### config.mk
export PLATFORM = sky130hd
export DESIGN_NAME = channel_select_controller_flat
export DESIGN_NICKNAME = d
export VERILOG_FILES = /design/src/rtl/channel_select_controller_if.sv /design/src/rtl/channel_select_controller.sv /design/src/flat_wrapper.sv
export SDC_FILE = /design/constraint.sdc
export NUM_CORES = 1
export LEC_CHECK = 0
export BUFFER_PORTS_ARGS = -buffer_cell sky130_fd_sc_hd__buf_2
export CAP_MARGIN = 20
export CORE_ASPECT_RATIO = 1.4
export CORE_MARGIN = 2
export CORE_UTILIZATION = 45
export CTS_CLUSTER_SIZE = 20
export DETAILED_ROUTE_END_ITERATION = 7
export PLACE_DENSITY = 0.83
export SLEW_MARGIN = 20
export SYNTH_ARGS = -nofsm -noshare
export SYNTH_HDL_FRONTEND = slang
export SYNTH_SLANG_ARGS = --single-unit
### constraint.sdc
create_clock -name clk -period 2.4 [get_ports clk]
set_input_delay 0.24 -clock clk [delete_from_list [all_inputs] [get_ports clk]]
set_output_delay 0.24 -clock clk [all_outputs]
set_load 0.02 [all_outputs]
### src/rtl/channel_select_controller_if.sv
// channel_select_controller_if
//   Groups the sample-side inputs and the select/debug outputs of
//   channel_select_controller.
//   master : channel front-end / supervisor side (drives strobe + samples)
//   slave  : the controller itself
//   Signals:
//     enable_3M      1-clk sample strobe, one pulse per 8 clks
//     data_c1/c2     signed DATA_WIDTH channel samples
//     select         registered channel select (0 = ch1, 1 = ch2)
//     select_changed 1-clk pulse following every select toggle
//     hold_count     release counter (debug)
//     state_dbg      encoded FSM state (debug)
//     force_en/sel   present only with CHANNEL_SELECT_FORCE_EN defined
interface channel_select_controller_if #(
  parameter int DATA_WIDTH = 11
) ();
  logic                  enable_3M;
  logic [DATA_WIDTH-1:0] data_c1;
  logic [DATA_WIDTH-1:0] data_c2;
  logic                  select;
  logic                  select_changed;
  logic [11:0]           hold_count;
  logic [1:0]            state_dbg;
`ifdef CHANNEL_SELECT_FORCE_EN
  logic                  force_en;
  logic                  force_sel;

  modport master (
    output enable_3M, data_c1, data_c2, force_en, force_sel,
    input  select, select_changed, hold_count, state_dbg
  );
  modport slave (
    input  enable_3M, data_c1, data_c2, force_en, force_sel,
    output select, select_changed, hold_count, state_dbg
  );
`else
  modport master (
    output enable_3M, data_c1, data_c2,
    input  select, select_changed, hold_count, state_dbg
  );
  modport slave (
    input  enable_3M, data_c1, data_c2,
    output select, select_changed, hold_count, state_dbg
  );
`endif
endinterface

### src/rtl/channel_select_controller.sv
// channel_select_controller
//   Drives the channel_combinator select: switches to the low-gain channel 2
//   as soon as |data_c1| reaches UPPER_THRESH, and returns to channel 1 only
//   after HOLD_SAMPLES consecutive strobes with |data_c2| < LOWER_THRESH.
//   Decisions happen only on clk edges with enable_3M=1.
//   Ports:
//     clk    24 MHz system clock
//     reset  asynchronous, active-low reset
//     bus    channel_select_controller_if.slave (strobe, samples, select,
//            select_changed, hold_count, state_dbg)
//   Optional: define CHANNEL_SELECT_FORCE_EN to add force_en/force_sel,
//   which override select at each strobe and park the FSM in C1/C2_ACTIVE.
//   The interface DATA_WIDTH must match this module's DATA_WIDTH.
module channel_select_controller #(
  parameter int DATA_WIDTH   = 11,
  parameter int UPPER_THRESH = 900,
  parameter int LOWER_THRESH = 400,
  parameter int HOLD_SAMPLES = 64
) (
  input logic                        clk,
  input logic                        reset,
  channel_select_controller_if.slave bus
);

  typedef enum logic [1:0] {
    C1_ACTIVE    = 2'd0,
    C2_ACTIVE    = 2'd1,
    RELEASE_WAIT = 2'd2
  } state_e;

  localparam logic [DATA_WIDTH-1:0] UPPER_T   = DATA_WIDTH'(UPPER_THRESH);
  localparam logic [DATA_WIDTH-1:0] LOWER_T   = DATA_WIDTH'(LOWER_THRESH);
  localparam logic [11:0]           HOLD_LAST = 12'(HOLD_SAMPLES - 1);

  state_e      state_q, state_d;
  logic        select_q, select_d;
  logic        select_changed_q, select_changed_d;
  logic [11:0] hold_count_q, hold_count_d;

  logic c1_loud;
  logic c2_quiet;

  // Magnitude kept at DATA_WIDTH bits unsigned: the most negative code
  // negates to itself, which read unsigned is exactly its magnitude.
  function automatic logic [DATA_WIDTH-1:0] mag(input logic [DATA_WIDTH-1:0] x);
    return x[DATA_WIDTH-1] ? (~x + 1'b1) : x;
  endfunction

  assign c1_loud  = (mag(bus.data_c1) >= UPPER_T);
  assign c2_quiet = (mag(bus.data_c2) <  LOWER_T);

  // State register
  always_ff @(posedge clk or negedge reset) begin
    if (!reset) begin
      state_q          <= C1_ACTIVE;
      select_q         <= 1'b0;
      select_changed_q <= 1'b0;
      hold_count_q     <= '0;
    end else begin
      state_q          <= state_d;
      select_q         <= select_d;
      select_changed_q <= select_changed_d;
      hold_count_q     <= hold_count_d;
    end
  end

  // Next-state logic
  always_comb begin
    state_d          = state_q;
    hold_count_d     = hold_count_q;
    select_d         = select_q;
    select_changed_d = 1'b0;
    if (bus.enable_3M) begin
`ifdef CHANNEL_SELECT_FORCE_EN
      if (bus.force_en) begin
        state_d      = bus.force_sel ? C2_ACTIVE : C1_ACTIVE;
        hold_count_d = '0;
      end else
`endif
      begin
        case (state_q)
          C1_ACTIVE: begin
            hold_count_d = '0;
            if (c1_loud) state_d = C2_ACTIVE;
          end
          C2_ACTIVE: begin
            if (c2_quiet) begin
              // A one-sample hold releases straight from C2_ACTIVE.
              if (HOLD_SAMPLES == 1) begin
                state_d      = C1_ACTIVE;
                hold_count_d = '0;
              end else begin
                state_d      = RELEASE_WAIT;
                hold_count_d = 12'd1;
              end
            end else begin
              hold_count_d = '0;
            end
          end
          RELEASE_WAIT: begin
            if (c1_loud || !c2_quiet) begin
              state_d      = C2_ACTIVE;
              hold_count_d = '0;
            end else if (hold_count_q == HOLD_LAST) begin
              state_d      = C1_ACTIVE;
              hold_count_d = '0;
            end else begin
              hold_count_d = hold_count_q + 12'd1;
            end
          end
          default: begin
            state_d      = C1_ACTIVE;
            hold_count_d = '0;
          end
        endcase
      end
      // select is a pure function of the next state, so it can toggle at
      // most once per strobe and the pulse flags exactly that toggle.
      select_d         = (state_d != C1_ACTIVE);
      select_changed_d = (select_d != select_q);
    end
  end

  // Outputs
  always_comb begin
    bus.select         = select_q;
    bus.select_changed = select_changed_q;
    bus.hold_count     = hold_count_q;
    bus.state_dbg      = state_q;
  end

endmodule

### src/flat_wrapper.sv
// flat-port wrapper written by rule: the top's interface ports become plain ports
module channel_select_controller_flat 
#(
  parameter int DATA_WIDTH   = 11,
  parameter int UPPER_THRESH = 900,
  parameter int LOWER_THRESH = 400,
  parameter int HOLD_SAMPLES = 64
)
  (clk, reset, bus_enable_3M, bus_data_c1, bus_data_c2, bus_select, bus_select_changed, bus_hold_count, bus_state_dbg);
  channel_select_controller_if #(.DATA_WIDTH(DATA_WIDTH)) bus_i ();
  input logic clk;
  input logic reset;
  input wire logic [$bits(bus_i.enable_3M)-1:0] bus_enable_3M;
  input wire logic [$bits(bus_i.data_c1)-1:0] bus_data_c1;
  input wire logic [$bits(bus_i.data_c2)-1:0] bus_data_c2;
  output wire logic [$bits(bus_i.select)-1:0] bus_select;
  output wire logic [$bits(bus_i.select_changed)-1:0] bus_select_changed;
  output wire logic [$bits(bus_i.hold_count)-1:0] bus_hold_count;
  output wire logic [$bits(bus_i.state_dbg)-1:0] bus_state_dbg;
  assign bus_i.enable_3M = bus_enable_3M;
  assign bus_i.data_c1 = bus_data_c1;
  assign bus_i.data_c2 = bus_data_c2;
  assign bus_select = bus_i.select;
  assign bus_select_changed = bus_i.select_changed;
  assign bus_hold_count = bus_i.hold_count;
  assign bus_state_dbg = bus_i.state_dbg;
  channel_select_controller #(.DATA_WIDTH(DATA_WIDTH), .UPPER_THRESH(UPPER_THRESH), .LOWER_THRESH(LOWER_THRESH), .HOLD_SAMPLES(HOLD_SAMPLES)) u_core (.clk(clk), .reset(reset), .bus(bus_i));
endmodule
### Word level (Yosys, flattened, before mapping)

Index checks and enable logic that the tools add are counted.

| storage, ports and cells | value |
|---|---|
| flip-flop bits (word level) | 16 |
| output and inout port bits | 16 |

| operators by class | value |
|---|---|
| $add $sub $neg | 3 |
| $lt $le $gt $ge | 2 |
| equality and inequality tests | 4 |
| muxes and demuxes | 13 |
| bitwise logic cells | 2 |
| reductions and logical operators | 4 |

Operators with widths:

| kind | count |
|---|---|
| 12-bit 2-to-1 mux | 2 |
| 12-bit one-hot mux with 2 select lines | 1 |
| 11-bit by 1-bit adder with 11-bit output, second input constant | 2 |
| 11-bit 2-to-1 mux | 2 |
| 11-bit inverter | 2 |
| 12-bit by 1-bit adder with 12-bit output, second input constant | 1 |
| 12-bit by 6-bit equality test with 1-bit output, second input constant | 1 |
| 11-bit by 10-bit greater-or-equal comparator with 1-bit output, second input constant | 1 |
| 11-bit by 9-bit < comparator with 1-bit output, second input constant | 1 |
| 2-bit 2-to-1 mux | 5 |
| 2-bit one-hot mux with 3 select lines | 1 |
| 2-bit by 1-bit equality test with 1-bit output, second input constant | 1 |
| 2-bit equality test, second input constant | 1 |
| 2-bit zero test | 1 |
| 1-bit 2-to-1 mux | 2 |
| 2-bit nonzero test | 1 |
| 1-bit zero test | 1 |
| 1-bit logical OR | 1 |
| 1-bit != test | 1 |

### Depth between registers and ports, before layout

| depth | value |
|---|---|
| depth after elaboration | 12 |
| depth in mapped cells | 9 |
| depth with buffers taken out | 8 |

### Worst setup path after synthesis

Ideal clock, no wire load.

| timing path | value |
|---|---|
| path type | flip-flop to flip-flop |
| start | register u_core.hold_count_q[0] (netlist: u_core.bus.hold_count[0]) |
| end | register u_core.hold_count_q[2] (netlist: u_core.bus.hold_count[2]) |
| data arrival time | 2.133 ns |
| slack | 0.203 ns |
| stages on the path, launching flop included | 10 |
| period minus slack after synthesis | 2.197 ns |
| cell sequence | dfrtp_1 > ha_1 > and3_1 > clkbuf_1 > nand4_1 > nand4_2 > or3_4 > buf_6 > nor3b_2 > a21o_1 |

| between the ends | value |
|---|---|
| longest elaborated chain between the ends | 4 |

RTL lines:

| what | line | RTL |
|---|---|---|
| start: declaration | channel_select_controller.sv:38 | `logic [11:0] hold_count_q, hold_count_d;` |
| start signal: assignment | channel_select_controller.sv:63 | `hold_count_q <= hold_count_d;` |
| 12-bit by 1-bit adder with 12-bit output or 12-bit by 6-bit equality test with 1-bit output (tied branches) | channel_select_controller.sv:108, channel_select_controller.sv:104 |  |
| 12-bit 2-to-1 mux * | channel_select_controller.sv:104 | `end else if (hold_count_q == HOLD_LAST) begin` |
| 12-bit 2-to-1 mux * | channel_select_controller.sv:101 | `if (c1_loud \|\| !c2_quiet) begin` |
| 12-bit one-hot mux with 2 select lines * | channel_select_controller.sv:81 | `case (state_q)` |

Mark *: on every way between the ends. The rest lies on a longest branch, timed or not.
A chain may end at the register's enable or synchronous reset.

### Worst setup path in the final report

| timing path | value |
|---|---|
| start | register u_core.hold_count_q[0] (netlist: u_core.bus.hold_count[0]) |
| end | register u_core.hold_count_q[5] (netlist: u_core.bus.hold_count[5]) |

The elaborated chain is that of the path after synthesis.

==> metrics <==
Yosys warning count 0; antenna viol nets, final 0; Initial Utilization 0.4829; Avg Synthesized Cell Area 8.844 sq um; clock buffer depth 2; run status completed; worst-path cell chain ha_1 > and3_1 > nand4_1 > nand4_2 > or3_4 > nor4_1 > a21o_1; reg2reg setup slack 0.14 ns; Worst Hold Launch bus_enable_3M; Setup Slack @ Placement 0.1198 ns; VDD IR max 0.0004110 V; Remaining DRCs 0; reg-to-reg endpoint u_core.bus.hold_count[5]$_DFFE_PN0P_; vias in the first global route 1222; P&R area growth vs syn 22.83%; share of layout cells above drive strength 1 0.3179; fmax 441.7 MHz; global-route wire length before repair 4974 um; DRT Wirelength 3022 um; Final min period 2.264 ns; Finished Layout Cells 207; # diodes 0; crit share post-route 0.9434; FF-to-FF Start u_core.bus.hold_count[0]$_DFFE_PN0P_; # resized after CTS 0; largest net degree at the start of global routing 19; post-synth top area share 0.3430; initial antenna violation count 0; total power 0.9086 mW; Synthesized Nets 162; die footprint 3023 sq um; CP required 2.63 ns; Seq/Total Area, Yosys 0.3430; die width 47.05 um; TNS Setup 0 ns; CP Capture Type flop; hold depth 2; number of distinct library cells after synthesis 44; Post-synth ARST share 1.000; crit-path leading delay family simple AND/OR/NAND/NOR gates; Worst Setup SP u_core.bus.hold_count[0]$_DFFE_PN0P_; worst hold endpoint u_core.bus.select$_DFFE_PN0P_; gpl congestion 0.8936; hold crit path type in -> reg; CTS sink count 16; number of port buffers 40; routed len/inst 14.60 um; DRT Pass-1 Iters 4; crit path DAT 2.49 ns; Yosys top cell by area dfrtp_1; WHS 0.3446 ns; Core Area 2417 sq um; RSZ-0062 raised after global routing false; DR vias/cell 5.816; CTS tree built; critical setup path kind reg -> reg; Leak Pwr 0.6711 nW; number of flops mapped to enable cells by yosys 0; Synth Flop Type dfrtp_1; DRT iter0 DRCs 39; Yosys reg bits 16; clock-pin slew on the worst setup and hold paths 0.10 ns; Cell Rows 21; final hold viol count 0; H-tree depth 1; Die Y 64.27 um; Crit-path slowest cell or3_4; worst skew pair latency 0.29 ns; Worst Skew 0.005658 ns; io pins 41; overflow left after global routing 0; Inserted Clock Buffers 3; root buffer selected by CTS clkbuf_4; Cell Count Post-Placement 202; CP peak stage delay 0.49 ns; # setup viols final 0; pwr dens 633.6 nW/um^2; final-stage net count 204; relative slew slack 0.6824; crit-path max FO 14; post-synthesis instance area 1167 sq um; Setup crit start kind flop; Tightest Pin Transition 0.4702 ns; Vias 1204; Syn Inst Count 132; multi-input logic area 714.4 sq um; final worst slack 0.1358 ns; Slew Limit Fails 0; CP Buf/Inv Count 0; ranking of synthesized cells by area dfrtp_1, ha_1, nand2_1; most common cell after layout, fill and taps aside buf_2; commonest cells after routing, fill and taps aside buf_2, nand2_1, dfrtp_1, o21ai_0, inv_1; fill cell count 239; HPWL Detailed 2314 um; gr usage total 0.2210; reg2reg path depth 7; Register Area 400.4 sq um; max-cap viol count 0
routing by layer:
| metal | vias up | track usage | wire length, um |
|---|---|---|---|
| met5 | - | 0 | 0 |
| met4 | 0 | 0.1076 | 63 |
| met3 | 6 | 0.02825 | 177 |
| met2 | 50 | 0.3955 | 1573 |
| met1 | 565 | 0.2370 | 1207 |
| li1 | 583 | - | - |
synthesized netlist by cell type (2+ instances only):
library cell / n
clkbuf_1: 3
o31a_1: 2
dfrtp_1: 16
nor4_1: 2
nand4_1: 3
a21oi_1: 3
o2bb2ai_1: 4
ha_1: 5
and3_1: 4
a21o_1: 4
and2_1: 2
inv_1: 8
nor4b_1: 2
nand2_1: 16
o31ai_2: 2
nand3_1: 2
nor3b_2: 2
o21ai_0: 10
nand2b_1: 2
xnor2_1: 2
nor3_1: 7
a211oi_1: 4
o41ai_1: 3
nor2_1: 3
o31ai_1: 2
area by class of cell:
class                           instances  area share
Clock buffer                            4     0.02531
Inverter                                8     0.02094
Multi-Input combinational cell        104      0.4983
Sequential cell                        16      0.2792
Tap cell                               34     0.02967
Timing Repair Buffer                   41      0.1466
logic make-up after synthesis:
group,after synthesis,share of synthesized area
adders and majority gates,5,0.05359
buffers and inverters,12,0.04502
xor gates and xnor gates,2,0.01501
DFF,16,0.3430
muxes,1,0.008575
and+or+nand+nor,54,0.2755
AOI/OAI and AO/OA,42,0.2594
worst max-delay path by stage:
stage	to	slack, ns	depth (start not counted)
finish	u_core.bus.hold_count[5]$_DFFE_PN0P_	0.14	7
floorplan	u_core.bus.hold_count[2]$_DFFE_PN0P_	0.20	9
global route	u_core.bus.hold_count[5]$_DFFE_PN0P_	0.006	7
global placement	u_core.bus.hold_count[5]$_DFFE_PN0P_	0.22	7
CTS	u_core.bus.hold_count[5]$_DFFE_PN0P_	0.08	7
detailed placement	u_core.bus.hold_count[5]$_DFFE_PN0P_	0.12	7
registers in the layout, summed over array words and instances (netlist names):
name,flops
u_core.bus.select_changed,1
u_core.bus.select,1
u_core.bus.state_dbg,2
u_core.bus.hold_count,12
power breakdown:
| part | switching (mW) | internal, mW |
|---|---|---|
| Clock | 0.0880 | 0.0923 |
| Combinational | 0.241 | 0.151 |
| Sequential | 0.0344 | 0.302 |
what timing repair did:
item / in CTS / in global routing
buffers inserted: 0 / 0
endpoints found under the hold margin: 16 / 0
setup endpoints to repair: 0 / 1
hold buffers: 1 / 0
metrics by stage:
| step | utilization | area (sq um) |
|---|---|---|
| global route | 0.5932 | 1434 |
| CTS | 0.5932 | 1434 |
| finish | 0.5932 | 1434 |
| global placement | 0.5740 | 1388 |
| floorplan | - | 1167 |
| detailed placement | 0.5740 | 1388 |
Note: power is estimated with default switching activity, not from simulation.
